### src/rtl/hazard_if.sv
// Pipeline-side bundle for the hazard unit: ID/EX/MEM hazard inputs and the
// stall/flush/bubble controls plus status and performance counters.
interface hazard_if #(
  parameter int REGFILE_ADDR_WIDTH = 5,
  parameter int CNT_WIDTH          = 32
);
  logic [REGFILE_ADDR_WIDTH-1:0] ID_Rs1_address;
  logic [REGFILE_ADDR_WIDTH-1:0] ID_Rs2_address;
  logic                          ID_rs1_used;
  logic                          ID_rs2_used;
  logic                          EX_MemRead;
  logic [REGFILE_ADDR_WIDTH-1:0] EX_Rd_address;
  logic                          EX_branch_taken;
  logic                          MEM_dmem_req;
  logic                          MEM_dmem_ready;

  logic                          PC_stall;
  logic                          IF_ID_stall;
  logic                          ID_EX_stall;
  logic                          EX_MEM_stall;
  logic                          IF_ID_flush;
  logic                          ID_EX_flush;
  logic                          MEM_WB_bubble;
  logic                          bus_error;
  logic [CNT_WIDTH-1:0]          stall_count;
  logic [CNT_WIDTH-1:0]          flush_count;

  modport master (
    output ID_Rs1_address, ID_Rs2_address, ID_rs1_used, ID_rs2_used,
           EX_MemRead, EX_Rd_address, EX_branch_taken,
           MEM_dmem_req, MEM_dmem_ready,
    input  PC_stall, IF_ID_stall, ID_EX_stall, EX_MEM_stall,
           IF_ID_flush, ID_EX_flush, MEM_WB_bubble,
           bus_error, stall_count, flush_count
  );

  modport slave (
    input  ID_Rs1_address, ID_Rs2_address, ID_rs1_used, ID_rs2_used,
           EX_MemRead, EX_Rd_address, EX_branch_taken,
           MEM_dmem_req, MEM_dmem_ready,
    output PC_stall, IF_ID_stall, ID_EX_stall, EX_MEM_stall,
           IF_ID_flush, ID_EX_flush, MEM_WB_bubble,
           bus_error, stall_count, flush_count
  );
endinterface

### src/rtl/hazard_unit.sv
// Stall/flush controller for the 5-stage RV32I pipeline: load-use, taken
// branch and multi-cycle dmem hazards, with a dmem timeout watchdog.
module hazard_unit #(
  parameter int REGFILE_ADDR_WIDTH = 5,
  parameter int MEM_TIMEOUT        = 16,
  parameter int CNT_WIDTH          = 32
) (
  input logic     clk,
  input logic     rst,
  hazard_if.slave hz
);
  localparam int WW = $clog2(MEM_TIMEOUT + 1);

  typedef enum logic [1:0] {RUN, MEM_WAIT, ERROR} state_t;

  state_t         state, state_n;
  logic [WW-1:0]  wcnt, wcnt_n;
  logic           startup;
  logic           bus_error_q;
  logic           set_error;
  logic           br_flush;
  logic           freeze;
  logic           lu_stall;
  logic           if_flush, id_flush;
  logic           mem_wait;
  logic           load_use;
  logic [CNT_WIDTH-1:0] stall_cnt_q, flush_cnt_q;

  assign mem_wait = hz.MEM_dmem_req & ~hz.MEM_dmem_ready;
  assign load_use = hz.EX_MemRead && (hz.EX_Rd_address != '0) &&
                    ((hz.ID_rs1_used && (hz.EX_Rd_address == hz.ID_Rs1_address)) ||
                     (hz.ID_rs2_used && (hz.EX_Rd_address == hz.ID_Rs2_address)));

  always_ff @(posedge clk) begin
    if (rst) begin
      state       <= RUN;
      wcnt        <= '0;
      startup     <= 1'b1;
      bus_error_q <= 1'b0;
    end else begin
      state   <= state_n;
      wcnt    <= wcnt_n;
      startup <= 1'b0;
      if (set_error) bus_error_q <= 1'b1;
    end
  end

  // The startup cycle only clears IF/ID and ID/EX; FSM and counters hold.
  always_comb begin
    state_n   = state;
    wcnt_n    = wcnt;
    set_error = 1'b0;
    br_flush  = 1'b0;
    freeze    = 1'b0;
    lu_stall  = 1'b0;
    if_flush  = 1'b0;
    id_flush  = 1'b0;
    if (startup) begin
      if_flush = 1'b1;
      id_flush = 1'b1;
    end else begin
      unique case (state)
        RUN: begin
          if (mem_wait) begin
            freeze  = 1'b1;
            state_n = MEM_WAIT;
            wcnt_n  = WW'(1);
          end else if (hz.EX_branch_taken) begin
            if_flush = 1'b1;
            id_flush = 1'b1;
            br_flush = 1'b1;
          end else if (load_use) begin
            lu_stall = 1'b1;
            id_flush = 1'b1;
          end
        end
        MEM_WAIT: begin
          if (hz.MEM_dmem_ready) begin
            state_n = RUN;
            wcnt_n  = '0;
          end else begin
            freeze = 1'b1;
            if (wcnt >= WW'(MEM_TIMEOUT - 1)) begin
              state_n   = ERROR;
              set_error = 1'b1;
            end else begin
              wcnt_n = wcnt + WW'(1);
            end
          end
        end
        ERROR:   freeze = 1'b1;
        default: state_n = RUN;
      endcase
    end
  end

  assign hz.PC_stall      = freeze | lu_stall;
  assign hz.IF_ID_stall   = freeze | lu_stall;
  assign hz.ID_EX_stall   = freeze;
  assign hz.EX_MEM_stall  = freeze;
  assign hz.MEM_WB_bubble = freeze;
  assign hz.IF_ID_flush   = if_flush;
  assign hz.ID_EX_flush   = id_flush;
  assign hz.bus_error     = bus_error_q;
  assign hz.stall_count   = stall_cnt_q;
  assign hz.flush_count   = flush_cnt_q;

  always_ff @(posedge clk) begin
    if (rst) begin
      stall_cnt_q <= '0;
      flush_cnt_q <= '0;
    end else begin
      if (hz.PC_stall && (stall_cnt_q != '1)) stall_cnt_q <= stall_cnt_q + 1'b1;
      if (br_flush && (flush_cnt_q != '1))    flush_cnt_q <= flush_cnt_q + 1'b1;
    end
  end
endmodule

### src/flat_wrapper.sv
// flat-port wrapper written by rule: the top's interface ports become plain ports
module hazard_unit_flat 
#(
  parameter int REGFILE_ADDR_WIDTH = 5,
  parameter int MEM_TIMEOUT        = 16,
  parameter int CNT_WIDTH          = 32
)
  (clk, rst, hz_ID_Rs1_address, hz_ID_Rs2_address, hz_ID_rs1_used, hz_ID_rs2_used, hz_EX_MemRead, hz_EX_Rd_address, hz_EX_branch_taken, hz_MEM_dmem_req, hz_MEM_dmem_ready, hz_PC_stall, hz_IF_ID_stall, hz_ID_EX_stall, hz_EX_MEM_stall, hz_IF_ID_flush, hz_ID_EX_flush, hz_MEM_WB_bubble, hz_bus_error, hz_stall_count, hz_flush_count);
  hazard_if #(.REGFILE_ADDR_WIDTH(REGFILE_ADDR_WIDTH), .CNT_WIDTH(CNT_WIDTH)) hz_i ();
  input logic clk;
  input logic rst;
  input wire logic [$bits(hz_i.ID_Rs1_address)-1:0] hz_ID_Rs1_address;
  input wire logic [$bits(hz_i.ID_Rs2_address)-1:0] hz_ID_Rs2_address;
  input wire logic [$bits(hz_i.ID_rs1_used)-1:0] hz_ID_rs1_used;
  input wire logic [$bits(hz_i.ID_rs2_used)-1:0] hz_ID_rs2_used;
  input wire logic [$bits(hz_i.EX_MemRead)-1:0] hz_EX_MemRead;
  input wire logic [$bits(hz_i.EX_Rd_address)-1:0] hz_EX_Rd_address;
  input wire logic [$bits(hz_i.EX_branch_taken)-1:0] hz_EX_branch_taken;
  input wire logic [$bits(hz_i.MEM_dmem_req)-1:0] hz_MEM_dmem_req;
  input wire logic [$bits(hz_i.MEM_dmem_ready)-1:0] hz_MEM_dmem_ready;
  output wire logic [$bits(hz_i.PC_stall)-1:0] hz_PC_stall;
  output wire logic [$bits(hz_i.IF_ID_stall)-1:0] hz_IF_ID_stall;
  output wire logic [$bits(hz_i.ID_EX_stall)-1:0] hz_ID_EX_stall;
  output wire logic [$bits(hz_i.EX_MEM_stall)-1:0] hz_EX_MEM_stall;
  output wire logic [$bits(hz_i.IF_ID_flush)-1:0] hz_IF_ID_flush;
  output wire logic [$bits(hz_i.ID_EX_flush)-1:0] hz_ID_EX_flush;
  output wire logic [$bits(hz_i.MEM_WB_bubble)-1:0] hz_MEM_WB_bubble;
  output wire logic [$bits(hz_i.bus_error)-1:0] hz_bus_error;
  output wire logic [$bits(hz_i.stall_count)-1:0] hz_stall_count;
  output wire logic [$bits(hz_i.flush_count)-1:0] hz_flush_count;
  assign hz_i.ID_Rs1_address = hz_ID_Rs1_address;
  assign hz_i.ID_Rs2_address = hz_ID_Rs2_address;
  assign hz_i.ID_rs1_used = hz_ID_rs1_used;
  assign hz_i.ID_rs2_used = hz_ID_rs2_used;
  assign hz_i.EX_MemRead = hz_EX_MemRead;
  assign hz_i.EX_Rd_address = hz_EX_Rd_address;
  assign hz_i.EX_branch_taken = hz_EX_branch_taken;
  assign hz_i.MEM_dmem_req = hz_MEM_dmem_req;
  assign hz_i.MEM_dmem_ready = hz_MEM_dmem_ready;
  assign hz_PC_stall = hz_i.PC_stall;
  assign hz_IF_ID_stall = hz_i.IF_ID_stall;
  assign hz_ID_EX_stall = hz_i.ID_EX_stall;
  assign hz_EX_MEM_stall = hz_i.EX_MEM_stall;
  assign hz_IF_ID_flush = hz_i.IF_ID_flush;
  assign hz_ID_EX_flush = hz_i.ID_EX_flush;
  assign hz_MEM_WB_bubble = hz_i.MEM_WB_bubble;
  assign hz_bus_error = hz_i.bus_error;
  assign hz_stall_count = hz_i.stall_count;
  assign hz_flush_count = hz_i.flush_count;
  hazard_unit #(.REGFILE_ADDR_WIDTH(REGFILE_ADDR_WIDTH), .MEM_TIMEOUT(MEM_TIMEOUT), .CNT_WIDTH(CNT_WIDTH)) u_core (.clk(clk), .rst(rst), .hz(hz_i));
endmodule
### config.mk
export PLATFORM = sky130hd
export DESIGN_NAME = hazard_unit_flat
export DESIGN_NICKNAME = d
export VERILOG_FILES = /design/src/rtl/hazard_if.sv /design/src/rtl/hazard_unit.sv /design/src/flat_wrapper.sv
export SDC_FILE = /design/constraint.sdc
export NUM_CORES = 1
export LEC_CHECK = 0
export ABC_AREA = 0
export BUFFER_PORTS_ARGS = -buffer_cell sky130_fd_sc_hd__clkbuf_2
export CELL_PAD_IN_SITES_DETAIL_PLACEMENT = 1
export CELL_PAD_IN_SITES_GLOBAL_PLACEMENT = 1
export CORE_ASPECT_RATIO = 1.75
export CORE_MARGIN = 2
export CORE_UTILIZATION = 36
export CTS_CLUSTER_SIZE = 24
export DETAILED_ROUTE_END_ITERATION = 10
export MAX_ROUTING_LAYER = met4
export PLACE_DENSITY_LB_ADDON = 0.1
export SLEW_MARGIN = 20
export SYNTH_ARGS = -nofsm -noshare
export SYNTH_HDL_FRONTEND = slang
export SYNTH_SLANG_ARGS = --single-unit
### constraint.sdc
create_clock -name clk -period 2.26 [get_ports clk]
set_clock_uncertainty 0.2 [all_clocks]
set_input_delay 0.226 -clock clk [delete_from_list [all_inputs] [get_ports clk]]
set_output_delay 0.226 -clock clk [all_outputs]
set_load 0.005 [all_outputs]
==> results.sh, run 1 <==
export IMPL_run_status="finished with violations"
export IMPL_violations="negative setup slack"
export IMPL_r2r_setup_slack_ns=-0.14
export IMPL_gp_congestion=0.785
export IMPL_rsz0062_at_grt="yes"
export IMPL_hold_viol=0
export IMPL_syn_to_final_growth_pct=46.9
export IMPL_cap_violations=0
export IMPL_route_met2_wl_um=7600
export IMPL_antenna_cells=0
export IMPL_path_class="flop to flop"
export IMPL_ys_seq_area_frac=0.376
export IMPL_cp_depth=7
export IMPL_antenna_found_initial=0
export IMPL_floorplan_initialDensity=0.366
export IMPL_p_per_area_mw_per_mm2=512
export IMPL_fin_crit_sh=1.06
export IMPL_cpPeakStageDelay_ns=0.51
export IMPL_synth_area_top_cells="dfxtp_1 (38%), xor2_1 (7.2%), nor2_1 (5.8%), nand4_1 (4.8%), a21oi_1 (3.3%)"
export IMPL_overflow=0
export IMPL_drive_above_1_share=0.413
export IMPL_holdBufCountCts=0
export IMPL_synth_top_cell_area_share=0.376
export IMPL_cp_cell_sequence="and4_4 > and3_4 > and3_4 > or3_4 > buf_12 > or4_4 > a21oi_2"
export IMPL_r2r_end="u_core.hz.stall_count[31]$_SDFFE_PP0P_"
export IMPL_switching_share=0.232
export IMPL_path_clk_slew_ns=0.06
export IMPL_crit_slowest_cell="or4_4"
export IMPL_synth_cells=458
export IMPL_fillers=1299
export IMPL_cts_max_level=3
export IMPL_pwr_share_seq=0.445
export IMPL_wl_um=12900
export IMPL_syn_area_mm2=0.00389
export IMPL_cts_tree="built"
export IMPL_io_buffers=94
export IMPL_peakVddDrop_uv=427
export IMPL_wl_met3_um=396
export IMPL_grt_start_max_net_pins=27
export IMPL_layout_nets=655
export IMPL_via_per_inst=5.45
export IMPL_fin_crit_ns=2.40
export IMPL_first_pass_iters=4
export IMPL_end_kind="flop"
export IMPL_power_switching_uw=679
export IMPL_dp_hpwl_um=9180
export IMPL_boundaryPins=95
export IMPL_path_max_fanout=5
export IMPL_fin_util=0.537
export IMPL_finalMaxSlewViolations=0
export IMPL_max_slew_margin=0.414
export IMPL_route_detailed_drc=0
export IMPL_synth_largest_area_cell="dfxtp_1"
export IMPL_die_area_mm2=0.0117
export IMPL_cp_arrival_ns=2.47
export IMPL_critPathBufInv=1
export IMPL_ys_ff_latch=73
export IMPL_ant_nets=0
export IMPL_core_area_mm2=0.0106
export IMPL_path_common_cell="and3_4"
export IMPL_leakagePower_uw=0.00246
export IMPL_cts_buffers=9
export IMPL_grt_pass1_wl_um=20300
export IMPL_top_layer="met4"
export IMPL_cell_internal_pwr_uw=2250
export IMPL_setup_tns_ns=-1.53
export IMPL_setup_ws_ns=-0.144
export IMPL_reg2reg_depth=7
export IMPL_routedWlPerCell_um=16.9
export IMPL_synth_most_common_cell="dfxtp_1"
export IMPL_ys_types=55
export IMPL_startpoint="u_core.hz.stall_count[27]$_SDFFE_PP0P_"
export IMPL_cts_num_sinks=73
export IMPL_avgSynthCellArea_um2=8.49
export IMPL_crit_path_end="u_core.hz.stall_count[31]$_SDFFE_PP0P_"
export IMPL_max_freq_ghz=0.416
export IMPL_crit_required_ns=2.33
export IMPL_synth_edf_count=0
export IMPL_first_iter_violations=118
export IMPL_syn_num_nets=485
export IMPL_start_kind="flop"
export IMPL_synthTopCellsByCount="dfxtp_1 (73), nor2_1 (60), xor2_1 (32)"
export IMPL_fp_dieW_um=82.6
export IMPL_clkPwrFrac=0.475
export IMPL_crit_family="simple AND/OR/NAND/NOR gates"
export IMPL_vias=4153
export IMPL_grtUsageTotal=0.228
export IMPL_synth_warnings=0
export IMPL_finalSetupViolCount=25
export IMPL_hold_slack_ns=0.0724
export IMPL_p_total_uw=2920
export IMPL_tightest_slew_ns=0.877
export IMPL_pre_cts_ws_ns=-0.253
export IMPL_async_flop_share=0
export IMPL_comb_power_share=0.080
export IMPL_hp_class="input port to flop"
export IMPL_drt_met1_wl_um=4620
export IMPL_synth_main_ff_cell="dfxtp_1"
export IMPL_rows=50
export IMPL_clock_latency_ns=0.33
export IMPL_dieHeight_um=142
export IMPL_regToRegStartpoint="u_core.hz.stall_count[27]$_SDFFE_PP0P_"
export IMPL_grt_pass1_vias=4258
export IMPL_ctsLongestPathBuffers=2
export IMPL_root_buffer="clkbuf_16"
repair_timing:
| item | 4_1_cts | 5_1_grt |
|---|---|---|
| endpoints found under the hold margin | 0 | 0 |
| endpoints found under the setup margin | 29 | 40 |
| setup buffers | 2 | 5 |
| gates resized for setup | 17 | 50 |
| pin swaps | 5 | 18 |
| gates cloned | 2 | 1 |
cells in the final DEF (no fill, tap or decap), types with 9 or more instances in the layout:
master     synthesis  layout
nand4_1           30      30
xnor2_1           10      10
xor2_1            32      32
nand3_1           23      23
nor2_1            60      58
dfxtp_1           73      62
and3_1            13      11
buf_4              5      83
a21oi_1           26      20
nor4_4             2      10
dfxtp_2            0       9
clkbuf_16          0      10
nor3_1            11      10
nand2_1           23      22
or3_1             13      11
o21ai_0           14      14
nor2b_1            9       9
clkbuf_2           0      93
layer usage:
layer	GRT usage	vias up
li1	-	1994
met1	0.222	2059
met2	0.420	77
met3	0.0458	23
met4	0.0992	0
met5	-	-
cell families after synthesis:
logic type                 count (synthesis)  synth area share
adders and majority gates                  4            0.0129
and+or+nand+nor                          230             0.341
muxes                                     12            0.0338
xor gates and xnor gates                  42            0.0946
buffers and inverters                     34            0.0421
DFF                                       73             0.376
AOI/OAI and AO/OA                         63             0.100
how the worst min path moves through the flow:
stage | from | slack, ns | depth (start not counted) | to
2_1_floorplan | rst | 0.05 | 0 | u_core.startup$_DFF_P_
3_3_place_gp | u_core.hz.bus_error$_SDFFE_PP0P_ | 0.26 | 2 | u_core.hz.bus_error$_SDFFE_PP0P_
6_report | hz_MEM_dmem_ready | 0.07 | 4 | u_core.wcnt[0]$_SDFFE_PP0P_
3_5_place_dp | u_core.hz.bus_error$_SDFFE_PP0P_ | 0.27 | 2 | u_core.hz.bus_error$_SDFFE_PP0P_
5_1_grt | hz_MEM_dmem_ready | 0.12 | 4 | u_core.wcnt[0]$_SDFFE_PP0P_
4_1_cts | hz_MEM_dmem_ready | 0.06 | 4 | u_core.wcnt[0]$_SDFFE_PP0P_
power groups by stage:
stage          clock [uW]  combinational (uW)  sequential (uW)
3_5_place_dp            0                 202             1330
4_1_cts              1430                 217             1300
5_1_grt              1470                 255             1300
3_3_place_gp            0                 198             1330
6_report             1390                 233             1300
2_1_floorplan           0                 114             1330
state kept, by name (all words and copies together) (netlist names):
| signal | cells |
|---|---|
| u_core.state | 2 |
| u_core.hz.stall_count | 32 |
| u_core.hz.flush_count | 32 |
| u_core.hz.bus_error | 1 |
| u_core.startup | 1 |
| u_core.wcnt | 5 |
worst min-delay path: stages:
cell      delay (ns)
clkbuf_2        0.11
o21ai_0         0.08
nor2_1          0.09
nor3_1          0.05
through the flow:
stage,instance area (um2),instances
CTS,5450,756
detailed placement,5020,737
global route,5710,762
global placement,5020,737
floorplan,3910,458
finish,5710,762
layout make-up:
class | count | area [um2] | area share
multi-input cells | 351 | 2530 | 0.443
flip-flops and latches | 73 | 1480 | 0.259
repair buffers | 183 | 1220 | 0.214
clock buffers | 12 | 236 | 0.0414
well taps | 130 | 163 | 0.0285
clock inverters | 3 | 42.5 | 0.00744
inverters | 10 | 37.5 | 0.00657
No activity file was read; power rests on OpenSTA's default activity.
==> run 2, diff against run 1 <==
HOLD_SLACK_MARGIN = 0.06   (was unset)
SKIP_LAST_GASP = 1   (was unset)
==> results.sh, run 2 (same netlist as run 1, synthesis figures left out) <==
export IMPL_fp_dieW_um=82.6
export IMPL_peakVddDrop_uv=426
export IMPL_clkPwrFrac=0.475
export IMPL_gp_congestion=0.785
export IMPL_antenna_found_initial=0
export IMPL_ctsLongestPathBuffers=2
export IMPL_grt_start_max_net_pins=27
export IMPL_routedWlPerCell_um=16.7
export IMPL_path_class="flop to flop"
export IMPL_hp_class="input port to flop"
export IMPL_boundaryPins=95
export IMPL_cts_num_sinks=73
export IMPL_cell_internal_pwr_uw=2250
export IMPL_vias=4148
export IMPL_first_iter_violations=102
export IMPL_run_status="finished with violations"
export IMPL_crit_slowest_cell="or4_4"
export IMPL_p_per_area_mw_per_mm2=513
export IMPL_finalMaxSlewViolations=0
export IMPL_root_buffer="clkbuf_16"
export IMPL_ant_nets=0
export IMPL_die_area_mm2=0.0117
export IMPL_antenna_cells=0
export IMPL_overflow=0
export IMPL_fin_crit_sh=1.06
export IMPL_multi_input_area_mm2=0.00251
export IMPL_path_clk_slew_ns=0.06
export IMPL_cp_arrival_ns=2.46
export IMPL_tightest_slew_ns=0.875
export IMPL_finalSetupViolCount=26
export IMPL_fillers=1305
export IMPL_io_buffers=94
export IMPL_rsz0062_at_grt="yes"
export IMPL_drive_above_1_share=0.398
export IMPL_wl_um=12700
export IMPL_first_pass_iters=5
export IMPL_cap_violations=0
export IMPL_end_kind="flop"
export IMPL_max_slew_margin=0.415
export IMPL_syn_to_final_growth_pct=46.5
export IMPL_hold_viol=0
export IMPL_layout_common_cells="clkbuf_2 (93), buf_4 (84), dfxtp_1 (66)"
export IMPL_cpPeakStageDelay_ns=0.51
export IMPL_power_switching_uw=677
export IMPL_max_freq_ghz=0.418
export IMPL_floorplan_initialDensity=0.366
export IMPL_switching_share=0.232
export IMPL_layout_nets=656
export IMPL_crit_required_ns=2.33
export IMPL_leakagePower_uw=0.00246
export IMPL_path_common_cell="and3_4"
export IMPL_path_max_fanout=5
export IMPL_dieHeight_um=142
export IMPL_via_per_inst=5.44
export IMPL_cp_cell_sequence="and4_4 > and3_4 > and3_4 > or3_4 > buf_12 > or4_4 > a21oi_2"
export IMPL_grt_pass1_wl_um=20400
export IMPL_layout_commonest_cell="clkbuf_2"
export IMPL_pre_cts_ws_ns=-0.253
export IMPL_fin_crit_ns=2.39
export IMPL_start_kind="flop"
export IMPL_fin_util=0.536
export IMPL_setup_ws_ns=-0.133
export IMPL_pwr_share_seq=0.445
export IMPL_grt_pass1_vias=4267
export IMPL_core_area_mm2=0.0106
export IMPL_regArea_mm2=0.00148
export IMPL_rows=50
export IMPL_cts_buffers=9
export IMPL_cts_max_level=3
export IMPL_route_detailed_drc=0
export IMPL_comb_power_share=0.080
export IMPL_grtUsageTotal=0.229
export IMPL_cts_tree="built"
export IMPL_violations="negative setup slack"
export IMPL_clock_latency_ns=0.33
export IMPL_dp_hpwl_um=9180
-- run 2: cell count changes in the layout (fill, tap and decap cells not counted), sizes merged --
cell,delta
dlygate4sd3,+1
-- run 2: final cells by class --
| type | count | area share |
|---|---|---|
| multi-input combinational | 351 | 0.441 |
| timing repair buffer | 184 | 0.216 |
| inverter | 10 | 0.00659 |
| clock inverter | 3 | 0.00747 |
| clock buffer | 12 | 0.0415 |
| tap | 130 | 0.0285 |
| sequential | 73 | 0.259 |
-- run 2: metal layers --
metal  share of wire  wire length [um]  GRT usage  up-vias
li1                -                 -          -     1995
met1            0.36              4550      0.221     2044
met2            0.57              7290      0.422       79
met3           0.033               422     0.0458       30
met4           0.035               443     0.0992        0
met5               0                 0          -        -
-- run 2: final timing paths --
path | to | slack (ns) | startpoint | depth (start not counted)
hold / removal | u_core.wcnt[3]$_SDFFE_PP0P_ | 0.13 | hz_MEM_dmem_ready | 4
setup reg to reg | u_core.hz.stall_count[31]$_SDFFE_PP0P_ | -0.13 | u_core.hz.stall_count[27]$_SDFFE_PP0P_ | 7
hold reg to reg | u_core.hz.bus_error$_SDFFE_PP0P_ | 0.28 | u_core.hz.bus_error$_SDFFE_PP0P_ | 2
setup / recovery | u_core.hz.stall_count[31]$_SDFFE_PP0P_ | -0.13 | u_core.hz.stall_count[27]$_SDFFE_PP0P_ | 7
-- run 2: repair_timing --
item	in CTS	in global routing
hold endpoints to repair	1	0
resized for setup	16	41
pin swaps	5	16
setup buffers	2	5
gates cloned	2	1
endpoints found under the setup margin	29	40
hold buffers	1	0
-- run 2: critical path: cells and delay by family (launching register included) --
kind,cells,cell delay [ns]
AND/OR/NAND/NOR,5,1.52
flip-flops,1,0.32
buffers and inverters,1,0.18
AO/OA/AOI/OAI,1,0.12
-- run 2: power by group through the flow --
stage                     sequential, uW  clock (uW)  combinational [uW]
after CTS                           1300        1430                 218
final                               1300        1390                 233
after global placement              1330           0                 198
after global routing                1300        1470                 256
after detailed placement            1330           0                 202
after floorplan                     1330           0                 114
-- run 2: stage by stage --
step                hold slack, ns  instance area (um2)  std cells  power (uW)  TNS (ns)
detailed placement           0.274                 5020        737        1530     -4.44
global route                 0.184                 5700        763        3030     -4.02
floorplan                   0.0537                 3910        458        1440    -0.245
global placement             0.256                 5020        737        1530     -2.88
finish                       0.131                 5700        763        2920     -1.82
CTS                          0.127                 5460        757        2950     -1.43
